<file path="src/rtl/regfile_pkg.sv">
// Shared register-file types and constants for the spare read-port arbiter.
package regfile_pkg;
  localparam int REG_ADDR_W = 5;
  localparam int REG_DATA_W = 64;
  localparam logic [4:0] REG_XZR_IDX = 5'd31;

  typedef logic [REG_ADDR_W-1:0] reg_addr_t;
  typedef logic [REG_DATA_W-1:0] reg_data_t;
endpackage

</file>
<file path="src/rtl/rr_arbiter.sv">
// Round-robin priority search starting at rr_ptr, plus the pointer register.
module rr_arbiter #(
  parameter int N = 4
) (
  input  logic                 clk,
  input  logic                 reset,
  input  logic                 en,
  input  logic [N-1:0]         req,
  output logic [N-1:0]         gnt,
  output logic [$clog2(N)-1:0] winner
);
  localparam int IW = $clog2(N);
  localparam logic [IW-1:0] LAST = IW'(N-1);

  logic [IW-1:0] rr_ptr;
  logic [IW-1:0] idx;

  // Walk N positions from rr_ptr; wrap is explicit so non-power-of-two N works.
  always_comb begin
    gnt    = '0;
    winner = '0;
    idx    = rr_ptr;
    if (en && !reset) begin
      for (int i = 0; i < N; i++) begin
        if (gnt == '0 && req[idx]) begin
          gnt[idx] = 1'b1;
          winner   = idx;
        end
        idx = (idx == LAST) ? '0 : idx + IW'(1);
      end
    end
  end

  always_ff @(posedge clk or posedge reset) begin
    if (reset)
      rr_ptr <= '0;
    else if (|gnt)
      rr_ptr <= (winner == LAST) ? '0 : winner + IW'(1);
  end
endmodule

</file>
<file path="src/rtl/regfile_rdport_arbiter.sv">
// Shares the spare regfile read port among NUM_REQ readers; one-cycle response.
// Optional REGFILE_ARB_XZR_EN: reads of index 31 return zero (XZR).
module regfile_rdport_arbiter
  import regfile_pkg::*;
#(
  parameter int NUM_REQ = 4,
  parameter int DATA_W  = REG_DATA_W,
  parameter int ADDR_W  = REG_ADDR_W
) (
  input  logic                            clk,
  input  logic                            reset,
  input  logic [NUM_REQ-1:0]              req,
  input  logic [NUM_REQ-1:0][ADDR_W-1:0]  req_addr,
  output logic [NUM_REQ-1:0]              gnt,
  output logic [ADDR_W-1:0]               rd_sel,
  input  logic [DATA_W-1:0]               rd_data,
  input  logic                            resp_stall,
  output logic [NUM_REQ-1:0]              resp_valid,
  output logic [DATA_W-1:0]               resp_data
);
  logic [$clog2(NUM_REQ)-1:0] winner;
  logic [ADDR_W-1:0]          sel_q;
  logic [DATA_W-1:0]          cap_data;
  logic                       any_gnt;

  rr_arbiter #(.N(NUM_REQ)) u_arb (
    .clk    (clk),
    .reset  (reset),
    .en     (~resp_stall),
    .req    (req),
    .gnt    (gnt),
    .winner (winner)
  );

  assign any_gnt = |gnt;
  // Idle and stalled cycles keep the last select so the mux does not toggle.
  assign rd_sel  = any_gnt ? req_addr[winner] : sel_q;

`ifdef REGFILE_ARB_XZR_EN
  assign cap_data = (req_addr[winner] == ADDR_W'(REG_XZR_IDX)) ? '0 : rd_data;
`else
  assign cap_data = rd_data;
`endif

  always_ff @(posedge clk or posedge reset) begin
    if (reset) begin
      sel_q      <= '0;
      resp_valid <= '0;
      resp_data  <= '0;
    end else if (!resp_stall) begin
      resp_valid <= gnt;
      if (any_gnt) begin
        sel_q     <= req_addr[winner];
        resp_data <= cap_data;
      end
    end
  end
endmodule

</file>
<file path="config.mk">
export PLATFORM = sky130hd
export DESIGN_NAME = regfile_rdport_arbiter
export DESIGN_NICKNAME = d
export VERILOG_FILES = /design/src/rtl/regfile_pkg.sv /design/src/rtl/rr_arbiter.sv /design/src/rtl/regfile_rdport_arbiter.sv
export SDC_FILE = /design/constraint.sdc
export NUM_CORES = 1
export LEC_CHECK = 0
export BUFFER_PORTS_ARGS = -buffer_cell sky130_fd_sc_hd__buf_2
export CAP_MARGIN = 30
export CORE_ASPECT_RATIO = 1.25
export CORE_MARGIN = 2
export CORE_UTILIZATION = 33
export CTS_CLUSTER_DIAMETER = 80
export DETAILED_ROUTE_END_ITERATION = 6
export SYNTH_ARGS = -nofsm -noshare
export SYNTH_HDL_FRONTEND = slang
export SYNTH_SLANG_ARGS = --single-unit
</file>
<file path="constraint.sdc">
create_clock -name clk -period 4.4 [get_ports clk]
set_input_delay 0.44 -clock clk [delete_from_list [all_inputs] [get_ports clk]]
set_output_delay 0.44 -clock clk [all_outputs]
set_load 0.05 [all_outputs]
</file>
==> run metrics <==
Final Util 46.3%; Clock Pin Slew Worst Setup and Hold Paths 0.06 ns; largest net degree at the start of global routing 61; Post-DRT Antenna Nets 0; core area 11500 sq um; FF+latch count, synth 75; GP Congestion 0.885; DPL Wire Length 8440 microns; M1 GR Usage 20.3%; Buffers on Ports 167; crit path max fanout 12; M3 GR Usage 5.95%; Finished Layout Cells 617; final worst slack 0.186 ns; Worst EP required 3.96 ns; Nets 572; die width 100 microns; Initial Util 33.4%; drt drc 0; worst setup path category reg2out; number of hold buffers added after cts 0; post-synthesis cell count 303; outcome completed; Crit-path slowest cell or4_1; Post-synth EDFFs 0; Arrival @ worst endpoint 3.77 ns; Worst-Skew Late Latency 0.33 ns; Yosys top cell area share 49.0%; f_max 0.237 GHz; vias per inst 5.24; FF+latch area 1880 sq um; dpl cells 599; setup violators final 0; cell accounting for the most synthesized area dfrtp_1; most common cell after layout, fill and taps aside buf_2; gr busiest metal met2; peak per-stage delay on the critical path 0.64 ns; setup TNS 0 ns; clk buf depth 2; Final Hold Fails 0; dominant cells by area after synthesis dfrtp_1, mux2_1, mux2_2, a211oi_1, ha_1; worst min path class in2async; Seq/Total Area, Yosys 49.0%; critical path, cell by cell ha_1, or4_1, a21bo_4, a311oi_4, nand3_4, mux2_4, a211oi_2, o31ai_4, buf_12; final WL 11000 microns; Distinct cells, synth 57; Setup crit start kind flop; I/O Pins 168; asr flop ratio synth 100%; cell at the root of the clock tree clkbuf_16; first-pass GRT wire length 17500 microns; share of cells above drive strength 1 51.8%; drt wl/cell 17.8 microns; Total GRT Usage 17.8%; final worst path period share 95.8%; area of the mapped netlist 3830 sq um; unrepaired setup endpoints after global routing no; Worst-Margin Slew 0.688 ns; max_cap viols 0; commonest cells after routing, fill and taps aside buf_2, dfrtp_1, mux2_1, mux2_2, nand2_1; clock sinks 75; ANT cells 0; chip height 124 microns; Syn. warnings 0; die area 12500 sq um; TritonCTS clock tree built; grt total ovfl 0; P&R area growth vs syn 38.6%; final slew viol count 0; multi-input logic area 1950 sq um; # fillers 1067; routed vias 3235; initial antenna violation count 1; Max-slew headroom 54.1%; number of global-route vias before repair 3459; Mean Syn Cell Area 12.6 sq um; crit path time final 4.21 ns; DRT iter0 DRCs 102; ys flop type dfrtp_1; TritonCTS Buffers 9; syn nets 401; FP Rows 44; Pre-antenna DRT Iters 5; dpl ws 0.182 ns; clock skew 0.00500 ns; met2 Track Usage GR 30.3%; CP Capture Type output pin; H-tree levels 3
[final cells by class]
| class | count | area share (%) |
|---|---|---|
| clock buffers | 10 | 4.32 |
| clock inverters | 6 | 1.39 |
| inverters | 11 | 0.778 |
| multi-input cells | 201 | 36.7 |
| flip-flops and latches | 75 | 35.4 |
| well taps | 138 | 3.25 |
| repair buffers | 176 | 18.2 |
[state kept, by name (all words and copies together), names as in the netlist]
register      flops
resp_data        64
u_arb.rr_ptr      2
resp_valid        4
sel_q             5
[Yosys cell counts (3+ instances only)]
master,instances
nor2_1,8
buf_4,5
a21oi_1,8
o31ai_1,11
o21a_1,3
o41ai_1,5
dfrtp_1,75
a211oi_1,15
o21ai_0,4
xnor2_1,3
mux2_2,15
mux2i_1,4
a21o_1,4
ha_1,7
o21ai_1,3
inv_1,11
a41oi_1,3
buf_2,8
mux4_2,3
mux2_1,51
nand2_1,15
[cell families after synthesis]
family                     after synthesis  synth area share (%)
adders and majority gates                7                  2.29
AOI/OAI and AO/OA                       77                  16.0
buffers and inverters                   27                  3.59
DFF                                     75                  49.0
muxes                                   74                  22.6
xor gates and xnor gates                 3                 0.686
and+or+nand+nor                         40                  5.75
[path summary, 6_finish.rpt]
kind                                  from              end  slack [ns]  cells after the start
setup / recovery           u_arb.rr_ptr[0]        rd_sel[1]        0.19                      9
hold / removal                       reset    resp_valid[0]        0.17                      2
setup reg to reg           u_arb.rr_ptr[0]     resp_data[9]        0.78                     10
hold reg to reg              resp_valid[0]    resp_valid[0]        0.47                      1
max in group asynchronous            reset  u_arb.rr_ptr[1]        3.13                      3
min in group clk               rd_data[23]    resp_data[23]        0.32                      2
[per-stage QoR]
| stage | hold slack [ns] | area, sq um |
|---|---|---|
| floorplan | 0.442 | 3830 |
| global placement | 0.455 | 4860 |
| detailed placement | 0.462 | 4860 |
| CTS | 0.181 | 5270 |
| global route | 0.207 | 5310 |
| finish | 0.167 | 5310 |
[per-layer routing]
layer,wire length (microns),vias up
met2,5470,143
met4,301,2
met5,13,-
met3,930,22
li1,-,1488
met1,4290,1580
[critical path, delay by kind of cell (launching register included)]
kind,cells,cell delay (ns)
AO/OA/AOI/OAI,4,1.20
adder cells (fa/ha/maj),1,0.36
buffers and inverters,1,0.17
flip-flops,1,0.46
multiplexers,1,0.40
AND/OR/NAND/NOR,2,0.86
[repair_timing]
item                                    CTS  global route
setup buffers                             1             1
endpoints found under the setup margin    5             6
pin swaps                                 1             3
resized for setup                        17            11
Power is not shown: default switching activity piles up to over one toggle a cycle in this logic, so the estimate is an artifact.
